$ cat src/rtl/counter_pkg.sv
// Shared constants for the up/down modulo counter.
// Mode, direction and default-width values used by the counter and its bench.
package counter_pkg;

    localparam logic MODE_WRAP = 1'b0;
    localparam logic MODE_SAT  = 1'b1;

    localparam logic DIR_DOWN  = 1'b0;
    localparam logic DIR_UP    = 1'b1;

    localparam int CNT_W_DEF   = 16;

endpackage

$ cat src/rtl/counter_prescaler.sv
// Enable prescaler: passes every (ps_div+1)-th enabled cycle as a tick.
// Ports: clk, reset (async, active-low), clr, en, ps_div, tick.
// Only built with COUNTER_PRESCALE_EN defined.
`ifdef COUNTER_PRESCALE_EN
module counter_prescaler #(
    parameter int PS_W = 8
) (
    input  logic            clk,
    input  logic            reset,
    input  logic            clr,
    input  logic            en,
    input  logic [PS_W-1:0] ps_div,
    output logic            tick
);

    logic [PS_W-1:0] cnt;

    // Combinational so the main counter steps on this same en cycle.
    assign tick = en && (cnt == ps_div);

    always_ff @(posedge clk or negedge reset) begin
        if (!reset) begin
            cnt <= '0;
        end else if (clr) begin
            cnt <= '0;
        end else if (en) begin
            cnt <= tick ? '0 : cnt + 1'b1;
        end
    end

endmodule
`endif

$ cat src/rtl/updown_mod_counter.sv
// Up/down counter with inclusive limit, wrap/saturate, step, tc and ovf.
// Ports: clk, reset (async low), load/d, en, up, sat, limit, clr_ovf
//        -> q, tc (boundary pulse), ovf (sticky). Option: COUNTER_PRESCALE_EN
//        adds PS_W and ps_div to divide the enable.
module updown_mod_counter
    import counter_pkg::*;
#(
    parameter int             N       = CNT_W_DEF,
    parameter int             STEP    = 1,
    parameter logic [N-1:0]   RST_VAL = '0
`ifdef COUNTER_PRESCALE_EN
    ,
    parameter int             PS_W    = 8
`endif
) (
    input  logic            clk,
    input  logic            reset,
    input  logic            load,
    input  logic [N-1:0]    d,
    input  logic            en,
    input  logic            up,
    input  logic            sat,
    input  logic [N-1:0]    limit,
    input  logic            clr_ovf,
`ifdef COUNTER_PRESCALE_EN
    input  logic [PS_W-1:0] ps_div,
`endif
    output logic [N-1:0]    q,
    output logic            tc,
    output logic            ovf
);

    localparam logic [N:0]   STEP_X = (N+1)'(STEP);
    localparam logic [N-1:0] STEP_N = N'(STEP);

    logic         step;
    logic [N:0]   q_x;
    logic [N:0]   lim_x;
    logic [N:0]   lim1;
    logic [N:0]   sum;
    logic [N-1:0] wrap_up;
    logic [N-1:0] wrap_dn;
    logic [N-1:0] d_clamp;
    logic [N-1:0] q_nxt;
    logic         bnd;

`ifdef COUNTER_PRESCALE_EN
    logic tick;

    counter_prescaler #(
        .PS_W   (PS_W)
    ) u_ps (
        .clk    (clk),
        .reset  (reset),
        .clr    (load),
        .en     (en),
        .ps_div (ps_div),
        .tick   (tick)
    );

    assign step = tick;
`else
    assign step = en;
`endif

    // All boundary arithmetic at N+1 bits so no carry is lost.
    assign q_x     = {1'b0, q};
    assign lim_x   = {1'b0, limit};
    assign lim1    = lim_x + 1'b1;
    assign sum     = q_x + STEP_X;
    assign wrap_up = N'(sum - lim1);
    assign wrap_dn = N'(q_x + lim1 - STEP_X);
    assign d_clamp = (d > limit) ? limit : d;

    always_comb begin
        q_nxt = q;
        bnd   = 1'b0;
        if (q > limit) begin
            // Limit dropped below q: snap back into range.
            bnd   = 1'b1;
            q_nxt = (up == DIR_UP && sat == MODE_WRAP) ? '0 : limit;
        end else if (up == DIR_UP) begin
            if (sum <= lim_x) begin
                q_nxt = sum[N-1:0];
            end else begin
                bnd   = 1'b1;
                q_nxt = (sat == MODE_SAT) ? limit : wrap_up;
            end
        end else begin
            if (q_x >= STEP_X) begin
                q_nxt = q - STEP_N;
            end else begin
                bnd   = 1'b1;
                q_nxt = (sat == MODE_SAT) ? '0 : wrap_dn;
            end
        end
    end

    always_ff @(posedge clk or negedge reset) begin
        if (!reset) begin
            q  <= RST_VAL;
            tc <= 1'b0;
        end else if (load) begin
            q  <= d_clamp;
            tc <= 1'b0;
        end else if (step) begin
            q  <= q_nxt;
            tc <= bnd;
        end else begin
            tc <= 1'b0;
        end
    end

    // Set beats clear when both happen on the same edge.
    always_ff @(posedge clk or negedge reset) begin
        if (!reset) begin
            ovf <= 1'b0;
        end else if (!load && step && bnd) begin
            ovf <= 1'b1;
        end else if (clr_ovf) begin
            ovf <= 1'b0;
        end
    end

endmodule

$ cat config.mk
export PLATFORM = sky130hd
export DESIGN_NAME = updown_mod_counter
export DESIGN_NICKNAME = d
export VERILOG_FILES = /design/src/rtl/counter_pkg.sv /design/src/rtl/counter_prescaler.sv /design/src/rtl/updown_mod_counter.sv
export SDC_FILE = /design/constraint.sdc
export NUM_CORES = 1
export LEC_CHECK = 0
export CAP_MARGIN = 0
export CORE_MARGIN = 8
export CORE_UTILIZATION = 40
export DETAILED_ROUTE_END_ITERATION = 8
export GPL_TIMING_DRIVEN = 1
export MAX_ROUTING_LAYER = met4
export SETUP_SLACK_MARGIN = 0.1
export SLEW_MARGIN = 20
export SYNTH_ARGS = -nofsm -noshare
export SYNTH_HDL_FRONTEND = slang
export SYNTH_SLANG_ARGS = --single-unit
$ cat constraint.sdc
create_clock -name clk -period 3.9 [get_ports clk]
set_input_delay 0.78 -clock clk [delete_from_list [all_inputs] [get_ports clk]]
set_output_delay 0.78 -clock clk [all_outputs]
set_load 0.005 [all_outputs]
# Yosys cells after proc, flatten, opt, wreduce, memory -nomap -nowiden
# Cells that the tools add are included.
word_totals:
  ff_bits: 18
  in_bits: 39
  word_cells: 38
op_classes:
  add_sub_neg: 6
  n_lt_le_gt_ge: 4
  muxes: 18
  n_bitwise: 1
  reduce_logical: 6
op_table:
  columns: ["operator", "count"]
  rows:
  - ["$mux W16", 10]
  - ["$gt A16 B16 Y1", 2]
  - ["$sub A16 B1 Y16 const B", 2]
  - ["$add A16 B1 Y17 const B", 1]
  - ["$le A17 B16 Y1", 1]
  - ["$add A16 B1 Y16 const B", 1]
  - ["$add A16 B16 Y16", 1]
  - ["$ge A16 B1 Y1 const B", 1]
  - ["$sub A16 B16 Y16", 1]
  - ["$mux W1", 8]
  - ["$reduce_bool A2 Y1", 2]
  - ["$logic_and A1 B1 Y1", 3]
  - ["$logic_not A1 Y1", 1]
  - ["$not A1 Y1", 1]

# Logic depth before layout (Yosys ltp)
depth:
  word_depth: 9
  depth_mapped: 17
  depth_no_buf: 16

# Worst setup path before layout
# OpenSTA, ideal clock, no wires.
synth_timing:
  kind: "input to register"
  start: "input port limit[3]"
  end: "register q[15]"
  setup_ns: 0.126
  t_arrival_ns: 3.605
  t_required_ns: 3.774
  path_slack_ns: 0.169
  cell_stages: 14
  path_cell_list: "buf_2 -> and4_1 -> nand4_1 -> xnor2_1 -> xor2_1 -> ha_1 -> or3_1 -> a211oi_1 -> o21bai_1 -> a31oi_1 -> or4b_1 -> o211ai_1 -> o211a_1 -> a221o_1"
synth_via:
  elab_chain_len: 9
synth_rtl:
  columns: ["element", "line", "rtl"]
  rows:
  - ["start, declared", "updown_mod_counter.sv:23", "input logic [N-1:0] limit,"]
  - ["$add A16 B1 Y16", "updown_mod_counter.sv:69", "assign lim1 = lim_x + 1'b1;"]
  - ["$add A16 B16 Y16", "updown_mod_counter.sv:72", "assign wrap_dn = N'(q_x + lim1 - STEP_X);"]
  - ["$sub A16 B1 Y16", "updown_mod_counter.sv:72", null]
  - ["$mux W16", "updown_mod_counter.sv:94", "q_nxt = (sat == MODE_SAT) ? '0 : wrap_dn;"]
  - ["$mux W16", "updown_mod_counter.sv:90", "if (q_x >= STEP_X) begin"]
  - ["$mux W16", "updown_mod_counter.sv:82", "end else if (up == DIR_UP) begin"]
  - ["$mux W16", "updown_mod_counter.sv:78", "if (q > limit) begin"]
  - ["$mux W16", "updown_mod_counter.sv:106", "end else if (step) begin"]
  - ["$mux W16 *", "updown_mod_counter.sv:103", "end else if (load) begin"]
  - ["end signal, assigned", "updown_mod_counter.sv:104", "q <= d_clamp;"]
  - ["end signal, assigned", "updown_mod_counter.sv:107", "q <= q_nxt;"]
  - ["end, declared", "updown_mod_counter.sv:28", "output logic [N-1:0] q,"]
# Every way passes the cells marked *; elsewhere a longest branch is shown, timed or not. The select of a mux whose other input is x is not followed.
# A chain may end at the register's enable or synchronous reset.

# Worst setup path after layout
layout_timing:
  start: "register q[0]"
  end: "register q[2]"
layout_via:
  elab_chain_len: 8
layout_rtl:
  columns: ["element", "line"]
  rows:
  - ["$add A16 B16 Y16 or $add A16 B1 Y17 (tied branches)", "updown_mod_counter.sv:72, updown_mod_counter.sv:70"]
  - ["$sub A16 B1 Y16 or $sub A16 B16 Y16 (tied branches)", "updown_mod_counter.sv:72, updown_mod_counter.sv:71"]
  - ["$mux W16, on equally long branches", "updown_mod_counter.sv:94, updown_mod_counter.sv:87"]
  - ["$mux W16, on equally long branches", "updown_mod_counter.sv:90, updown_mod_counter.sv:83"]
  - ["$mux W16", "updown_mod_counter.sv:82"]
  - ["$mux W16 *", "updown_mod_counter.sv:78"]
  - ["$mux W16 *", "updown_mod_counter.sv:106"]
  - ["$mux W16 *", "updown_mod_counter.sv:103"]
# Marks and branches as above.

==> flow_summary.ini <==
[global_route]
grt_pass1_wl_um = 37200
grt_max_degree = 26
antenna_found_initial = 0
grt_pass1_vias = 6636
grtUsageTotal = 0.2944
gr-total-overflow = 0

[sta]
rsz0062_at_grt = true
setup_ws_ps = 148.6
fin_setup_tns_ps = 0
relSlewSlack = 0.6204
post-route-min-period_ps = 3751
tightest_slew_ps = 569.4
finClkSkew_ps = 3.408
worst_hold_slack_ps = 480.9
max_freq_mhz = 266.6
fin_crit_sh = 0.9619
hold_viol = 0
maxSlewViolCount = 0
finalSetupViolations = 0

[routing]
viasPerCell = 5.963
ant_nets = 0
wl_per_cell_um = 22.06
drc = 0
finalWirelength_um = 24440
vias = 6607
dr.pass1.iters = 5
drt_iter0_markers = 776

[setup_path]
rrSetupSlack_ps = 150
reg2reg_depth = 19
path_class = register to register
r2r_start = q[0]
cp_slowest_cell = dfrtp_1
worstSetupStartpointType = register
crit_path_max_incr_delay_ps = 400
cp_data_required_time_ps = 4080
r2r-end = q[2]
worstPathCellList = ha_4 > nand4_1 > nor2_2 > and2_4 > nand2_1 > xnor2_2 > ha_1 > nand4_1 > nor3_1 > buf_4 > o31ai_1 > buf_4 > o311ai_0 > o221a_2 > or2_4 > buf_12 > a21oi_1 > o2111ai_1 > a32oi_1
critPathArrivalTime_ps = 3940
crit_path_end_kind = register
path_max_fanout = 10

[die]
start_util = 0.4121
rows = 41
num_io_pins = 57
core_mm2 = 0.01267
die_width_um = 130.3
dieArea_mm2 = 0.01697
fp.dieH_um = 130.3

[clock_network]
cts_root_buffer = clkbuf_16
clock_latency_ps = 270
h-tree-depth = 1
path_clk_slew_ps = 60
clk_path_buf_depth = 2
cts_buffers = 3
cts_sinks = 18
cts_tree = built

[cells_and_area]
synthToLayoutAreaGrowth_pct = 52.48
fillers = 1187
fin_nets = 1060
layout-drive-gt1-share = 0.3269
fin_area_mm2 = 0.007961
antennaDiodeCount = 0

[logic_synthesis]
synth_common_cells = ha_1, nand2_1, nor2_1
synth_ff_type = dfrtp_1
synth.distinct_cells = 76
yosys_register_bits = 18
seq_area_frac_synth = 0.08627
syn-num-nets = 828
synth_top_area_frac = 0.1965
synth_area_mm2 = 0.005221
synth_cells = 705
synth_edf_count = 0
syn_area_per_cell_um2 = 7.406
yosysWarnings = 0
ys_top_cells_by_area = ha_1, dfrtp_1, xnor2_1
async_flop_share = 1.000
synth_most_common_cell = ha_1
yosys.area.top_type = ha_1

[pwr]
p_sw_frac = 0.4841
cellPowerDensity_mw_per_mm2 = 458.0
p_seq_frac = 0.081
total_power_mw = 3.647
net-switching-power_mw = 1.765
intPower_mw = 1.881
p_leak_nw = 3.677
peakVddDrop_uv = 152.5
combPwrFrac = 0.849
clkPwrFrac = 0.070

[hold_path]
min_path_type = register to register
whs_path_depth = 1
holdCritStartpoint = ovf
min_to = ovf

[placement]
pre_cts_ws_ps = -685.8
dpl_cell_area_mm2 = 0.007298
gp_congestion = 1.046
dp_hpwl_um = 19450
port_buffers = 56

[status]
status = finished clean

[run]
maxCapViolations = 0
-- timing repair --
item,4_1_cts,5_1_grt
gates resized for setup,47,68
hold buffers,0,0
pin swaps,19,45
setup buffers,4,9
endpoints found under the setup margin,16,17
-- per-stage QoR --
step | utilization | instances
2_1_floorplan | - | 705
3_3_place_gp | 0.5760 | 1091
3_5_place_dp | 0.5760 | 1091
4_1_cts | 0.6010 | 1099
5_1_grt | 0.6283 | 1108
6_report | 0.6283 | 1108
-- state kept, by name (all words and copies together), names as in the netlist --
| name | cells |
|---|---|
| ovf | 1 |
| q | 16 |
| tc | 1 |
-- power groups by stage --
stage	logic, mW	clock network (mW)	registers (mW)
after CTS	2.85	0.257	0.288
after floorplan	1.50	0	0.280
after global placement	2.69	0	0.289
final	3.10	0.256	0.295
after global routing	3.33	0.257	0.296
after detailed placement	2.73	0	0.290
-- routing by layer --
metal | track usage | vias up | part of all wire
met5 | - | - | 0
met4 | 0.06762 | 0 | 0.018
met3 | 0.02448 | 38 | 0.071
met2 | 0.4628 | 306 | 0.46
met1 | 0.4008 | 3197 | 0.45
li1 | - | 3066 | -
-- area by class of cell --
cell class              instances  area (um2)  share of cell area
multi-input cells             607        4908              0.6165
repair buffers                260        2122              0.2665
flip-flops and latches         18       450.4             0.05658
well taps                     172       215.2             0.02703
inverters                      47       176.4             0.02216
clock buffers                   4       88.84             0.01116
-- worst max path at each step --
stage,from,slack (ps),endpoint
2_1_floorplan,limit[3],170,q[15]
3_3_place_gp,limit[0],-630,q[15]
3_5_place_dp,limit[0],-690,q[15]
4_1_cts,limit[5],70,q[15]
5_1_grt,limit[13],70,q[15]
6_report,q[0],150,q[2]
-- placed cells by master (no fill, tap or decap), types with 9 or more instances in the layout --
cell type,count
o211ai_1,11
nor3_1,14
xnor2_1,37
nand4_1,17
nand3_1,24
a21oi_1,41
clkdlybuf4s50_1,43
xor2_1,24
xnor2_2,11
dfrtp_1,18
nor2_1,45
buf_4,197
a21o_1,17
nand2b_1,14
a222oi_1,9
mux2i_1,10
nand2_1,62
ha_1,74
o21ai_0,27
inv_1,43
-- logic make-up after synthesis --
kind of cell | Yosys count | share of synthesized area
buf+inv | 80 | 0.06159
compound gates | 199 | 0.2636
xor+xnor | 75 | 0.1299
fa+ha+maj | 86 | 0.2080
simple gates | 235 | 0.2272
flops | 18 | 0.08627
mux | 12 | 0.02348
-- critical path: cells and delay by family (launching register included) --
family | cells | cell delay, ps
xor+xnor | 1 | 170
compound gates | 6 | 1030
flops | 1 | 400
simple gates | 7 | 1110
buf+inv | 3 | 450
fa+ha+maj | 2 | 480
(Power assumes the default switching activity.)
